[src/rtl/pe_int_mw.sv]
// Weight-stationary signed MAC processing element with a selectable weight bank.
// Three-stage pipeline: operand capture, multiply, add (pass-through or local accumulate).
//
// Ports:
//   clk, rst         rising-edge clock, synchronous active-high reset
//   load_en/_addr    write weight_in into bank[load_addr]
//   in_valid         sample on ifmap_in/psum_in/w_sel/acc_mode/in_last
//   ifmap_in         activation, forwarded as ifmap_out one cycle later
//   psum_in          incoming partial sum (mode 0 only)
//   w_sel            bank slot used by this sample
//   acc_mode         0 = product + psum_in, 1 = accumulate locally
//   in_last          closes an accumulate group and emits its sum
//   ifmap_out/ifmap_valid_out  registered ifmap_in/in_valid
//   psum_out/out_valid         result, three cycles after the sample
module pe_int_mw #(
    parameter int DATA_W = 8,
    parameter int ACC_W  = 24,
    parameter int NUM_W  = 4,
    parameter int SAT    = 1,
    localparam int AW    = $clog2(NUM_W)
) (
    input  logic              clk,
    input  logic              rst,
    input  logic              load_en,
    input  logic [AW-1:0]     load_addr,
    input  logic [DATA_W-1:0] weight_in,
    input  logic              in_valid,
    input  logic [DATA_W-1:0] ifmap_in,
    input  logic [ACC_W-1:0]  psum_in,
    input  logic [AW-1:0]     w_sel,
    input  logic              acc_mode,
    input  logic              in_last,
    output logic [DATA_W-1:0] ifmap_out,
    output logic              ifmap_valid_out,
    output logic [ACC_W-1:0]  psum_out,
    output logic              out_valid
);

    typedef logic signed [ACC_W-1:0] acc_t;
    typedef logic signed [2*DATA_W-1:0] prod_t;

    localparam acc_t ACC_MAX = {1'b0, {(ACC_W-1){1'b1}}};
    localparam acc_t ACC_MIN = {1'b1, {(ACC_W-1){1'b0}}};

    // Overflow only when both operands share a sign the result lacks.
    function automatic acc_t add_acc(input acc_t a, input acc_t b);
        acc_t s;
        s = a + b;
        if (SAT != 0 && a[ACC_W-1] == b[ACC_W-1] && s[ACC_W-1] != a[ACC_W-1])
            s = a[ACC_W-1] ? ACC_MIN : ACC_MAX;
        return s;
    endfunction

    logic [DATA_W-1:0] bank_q [NUM_W];

    // Stage 1: the ifmap register doubles as the forwarded ifmap.
    logic [DATA_W-1:0] s1_ifmap_q;
    logic [DATA_W-1:0] s1_w_q;
    acc_t              s1_psum_q;
    logic              s1_vld_q;
    logic              s1_mode_q;
    logic              s1_last_q;

    // Stage 2
    acc_t              s2_prod_q;
    acc_t              s2_psum_q;
    logic              s2_vld_q;
    logic              s2_mode_q;
    logic              s2_last_q;

    // Stage 3
    acc_t              acc_q, acc_d;
    acc_t              psum_q, psum_d;
    logic              ov_q, ov_d;

    prod_t             prod_d;
    acc_t              sum_d;

    assign prod_d = $signed(s1_ifmap_q) * $signed(s1_w_q);

    always_comb begin
        sum_d  = add_acc(s2_mode_q ? acc_q : s2_psum_q, s2_prod_q);
        acc_d  = acc_q;
        psum_d = psum_q;
        ov_d   = 1'b0;
        if (s2_vld_q) begin
            if (!s2_mode_q) begin
                psum_d = sum_d;
                ov_d   = 1'b1;
            end else if (s2_last_q) begin
                psum_d = sum_d;
                ov_d   = 1'b1;
                acc_d  = '0;
            end else begin
                acc_d  = sum_d;
            end
        end
    end

    always_ff @(posedge clk) begin
        if (rst) begin
            for (int i = 0; i < NUM_W; i++)
                bank_q[i] <= '0;
            s1_ifmap_q <= '0;
            s1_w_q     <= '0;
            s1_psum_q  <= '0;
            s1_vld_q   <= 1'b0;
            s1_mode_q  <= 1'b0;
            s1_last_q  <= 1'b0;
            s2_prod_q  <= '0;
            s2_psum_q  <= '0;
            s2_vld_q   <= 1'b0;
            s2_mode_q  <= 1'b0;
            s2_last_q  <= 1'b0;
            acc_q      <= '0;
            psum_q     <= '0;
            ov_q       <= 1'b0;
        end else begin
            // Nonblocking read sees the pre-write bank contents.
            if (load_en)
                bank_q[load_addr] <= weight_in;
            s1_ifmap_q <= ifmap_in;
            s1_w_q     <= bank_q[w_sel];
            s1_psum_q  <= psum_in;
            s1_vld_q   <= in_valid;
            s1_mode_q  <= acc_mode;
            s1_last_q  <= in_last;
            s2_prod_q  <= acc_t'(prod_d);
            s2_psum_q  <= s1_psum_q;
            s2_vld_q   <= s1_vld_q;
            s2_mode_q  <= s1_mode_q;
            s2_last_q  <= s1_last_q;
            acc_q      <= acc_d;
            psum_q     <= psum_d;
            ov_q       <= ov_d;
        end
    end

    assign ifmap_out       = s1_ifmap_q;
    assign ifmap_valid_out = s1_vld_q;
    assign psum_out        = psum_q;
    assign out_valid       = ov_q;

endmodule

[config.mk]
export PLATFORM = sky130hd
export DESIGN_NAME = pe_int_mw
export DESIGN_NICKNAME = d
export VERILOG_FILES = /design/src/rtl/pe_int_mw.sv
export SDC_FILE = /design/constraint.sdc
export NUM_CORES = 1
export LEC_CHECK = 0
export CAP_MARGIN = 0
export CORE_AREA = 2 2 148 150
export DETAILED_ROUTE_END_ITERATION = 10
export DIE_AREA = 0 0 150 152
export DONT_BUFFER_PORTS = 1
export PLACE_DENSITY = 0.64
export SYNTH_ARGS = -nofsm -noshare
export SYNTH_HDL_FRONTEND = slang
export SYNTH_SLANG_ARGS = --single-unit
[constraint.sdc]
create_clock -name clk -period 4.6 [get_ports clk]
set_input_delay 0.69 -clock clk [delete_from_list [all_inputs] [get_ports clk]]
set_output_delay 0.69 -clock clk [all_outputs]
set_load 0.02 [all_outputs]
==> flow_summary.ini <==
[finish]
area_delta_synth_final_pct = 10.2
nNetsFinal = 1090
drive_gt1_share_pct = 11.9
fill_cells = 2030
finish.utilization_pct = 48.3
postLayoutCellArea_um2 = 10300

[clocking]
insertion_delay_ns = 0.43
htree_levels = 4
cts_hold_buf = 0
cts_buffer_depth = 2
clock-sinks = 167
tritoncts.num_buffers = 17
cts_tree = done
cts_root_buf = clkbuf_16
cts.clk_slew.worst_paths_ns = 0.07

[synth]
syn_area_um2 = 9360
yosys_warnings = 0
syn-num-nets = 1081
synthCells = 923
ys_seq_area_share_pct = 39.2
synth_edf_count = 32
async_flop_share_pct = 0
ys.flop_type = dfxtp_1
synth-seq-cells = 167
yosysUniqueCellTypes = 67
syn_avg_cell_area_um2 = 10.1

[floorplanning]
num_io_pins = 84
die-area_um2 = 22800
die_w_um = 150
die_h_um = 152
rows = 54
start_util_pct = 43.8
core_region_area_um2 = 21400

[worst_setup_path]
criticalPathCategory = reg2reg
critPathCapture = s2_prod_q[14]
cp.arrival_ns = 4.71
cp-start-kind = register
r2r_start = s1_w_q[7]
cp-startpoint = s1_w_q[7]
r2r_slack_ns = 0.19
r2r_cells = 13
rr_endpoint = s2_prod_q[14]
cp_max_fo = 9
worstSetupEndpointType = register
required_ns = 4.90

[sta]
skew_ns = 0.0170
setup_viol = 0
worst_pin_slew_ns = 0.738
fin_crit_ns = 4.41
fin_crit_sh_pct = 95.8
whs_ns = 0.332
max_freq_ghz = 0.227
timing_hold_violations_final = 0
setup_tns_ns = 0
relSlewSlack_pct = 50.7
slew_viol_final = 0

[outcome]
status = finished clean

[power_and_ir_drop]
ir_drop_mv = 0.263
power.leakage_uw = 0.00441
power_density_nw_per_um2 = 382

[placed_design]
dpl-instance-area_um2 = 9700
dp.final_hpwl_um = 14400
port_buffers = 0
place.gp.congestion = 0.860

[routing]
drt_iter0_drc = 254
wl_um = 18800
first_pass_iters = 4
viasPerCell = 4.93
drc = 0
vias = 6047
drt.antenna.violating_nets = 0
routedWlPerCell_um = 15.3

[global_route]
antenna_found_initial = 1
grt_max_degree = 102
grt_pass1_vias = 6167
grt_pass1_wl_um = 31300
grt_overflow = 0
grtUsageTotal_pct = 17.4

[min_path]
hold_class = in2reg

[run]
cap_viol_max_count = 0
-- flip-flops by register name, summed over array words and instances, names as in the netlist --
register / flops
s2_prod_q: 16
s2_last_q: 1
acc_q: 24
ifmap_out: 8
psum_out: 24
s1_last_q: 1
s2_vld_q: 1
out_valid: 1
s1_w_q: 8
s1_mode_q: 1
s2_psum_q: 24
ifmap_valid_out: 1
bank_q: 32
s1_psum_q: 24
s2_mode_q: 1
-- cell usage after synthesis (2+ instances only) --
cell type | number | area share (%)
dfxtp_1 | 135 | 29
inv_1 | 85 | 3.4
nor2b_1 | 85 | 5.7
and2_1 | 72 | 4.8
nand2_1 | 71 | 2.8
fa_1 | 56 | 12
ha_1 | 52 | 7.0
o21ai_0 | 52 | 2.8
nor2_1 | 39 | 1.6
a21oi_1 | 34 | 1.8
edfxtp_1 | 32 | 10
mux2_2 | 27 | 3.2
xnor2_1 | 22 | 2.1
clkbuf_1 | 18 | 0.72
a21o_1 | 12 | 0.96
nand2b_1 | 10 | 0.67
nor3_1 | 10 | 0.53
a22o_1 | 8 | 0.75
mux4_2 | 8 | 1.9
xor2_1 | 7 | 0.66
or2_2 | 6 | 0.40
a31oi_1 | 5 | 0.33
and3_1 | 5 | 0.33
nand3_1 | 5 | 0.27
o21a_1 | 4 | 0.32
o21ai_1 | 4 | 0.21
o31ai_1 | 4 | 0.32
a211oi_1 | 3 | 0.24
buf_6 | 3 | 0.36
a211o_1 | 2 | 0.19
a21boi_0 | 2 | 0.16
buf_1 | 2 | 0.080
buf_2 | 2 | 0.11
nand4_1 | 2 | 0.13
nor3b_1 | 2 | 0.16
nor4_1 | 2 | 0.13
o211ai_1 | 2 | 0.16
o21bai_1 | 2 | 0.16
o311a_1 | 2 | 0.21
or3_1 | 2 | 0.13
-- worst max-delay path: stages (launching register included) --
cell     delay, ns
dfxtp_1       0.50
nor2b_1       0.23
fa_1          0.44
fa_1          0.52
fa_1          0.55
inv_1         0.06
fa_1          0.53
inv_1         0.04
ha_1          0.32
or2_2         0.28
a21oi_1       0.19
a21oi_2       0.07
a31oi_1       0.20
mux2_2        0.35
-- stage by stage --
step	total power, uW	setup slack, ns	cells
6_report	3940	0.194	1226
2_1_floorplan	2350	0.234	923
5_1_grt	4170	-0.00851	1226
4_1_cts	3980	0.0824	1225
3_3_place_gp	2520	0.178	1193
3_5_place_dp	2530	0.119	1193
-- kinds of logic after synthesis --
logic type	synth area share [%]
flops	39.2
fa+ha+maj	18.9
xor+xnor	2.71
buf+inv	4.76
mux	5.18
simple gates	18.6
compound gates	10.6
-- power by group --
part	switching, uW	total (uW)	internal [uW]
registers	84.8	1680	1590
clock network	624	1440	813
logic	466	827	361
total	1180	3940	2760
-- placed cells by master (no fill, tap or decap), types with 7 or more instances in the layout --
cell / n
edfxtp_1: 32
o21ai_0: 51
a21oi_1: 32
inv_1: 85
xor2_1: 7
ha_1: 52
fa_1: 55
clkbuf_16: 17
mux2_2: 27
mux4_2: 8
and2_1: 71
nor2b_1: 85
dfxtp_1: 129
nand2_1: 71
xnor2_1: 22
nor2_1: 39
buf_4: 16
nor3_1: 10
a22o_1: 8
a21o_1: 12
nand2b_1: 10
-- area by class of cell --
class                      instances  area, um^2  share of cell area [%]
tap                              280         350                    3.40
clock inverter                    14         158                    1.53
multi-input combinational        645        5270                    51.0
antenna                            1        2.50                  0.0243
timing repair buffer              16         120                    1.16
inverter                          85         319                    3.09
sequential                       167        3670                    35.6
clock buffer                      18         429                    4.16
-- worst min-delay path by stage --
stage / start / endpoint / slack (ns) / depth (start not counted)
finish: rst / s1_psum_q[20] / 0.33 / 1
global route: rst / s1_psum_q[20] / 0.31 / 1
CTS: rst / s1_psum_q[20] / 0.32 / 1
detailed placement: s1_psum_q[16] / s2_psum_q[16] / 0.42 / 1
global placement: s1_psum_q[22] / s2_psum_q[22] / 0.42 / 1
floorplan: s1_last_q / s2_last_q / 0.41 / 1
-- metal layers --
metal / part of all wire [%] / wire length (um) / up-vias / GRT usage (%)
met5: 0 / 0 / - / 0
met4: 1.2 / 216 / 0 / 3.91
met3: 4.4 / 819 / 13 / 4.32
met2: 47 / 8860 / 93 / 27.9
met1: 47 / 8870 / 2848 / 23.8
li1: - / - / 3093 / -
-- repair_timing --
item / in CTS / in global routing
resized for setup: 0 / 12
setup buffers: 0 / 0
setup endpoints to repair: 0 / 3
Note: power is estimated with default switching activity, not from simulation.
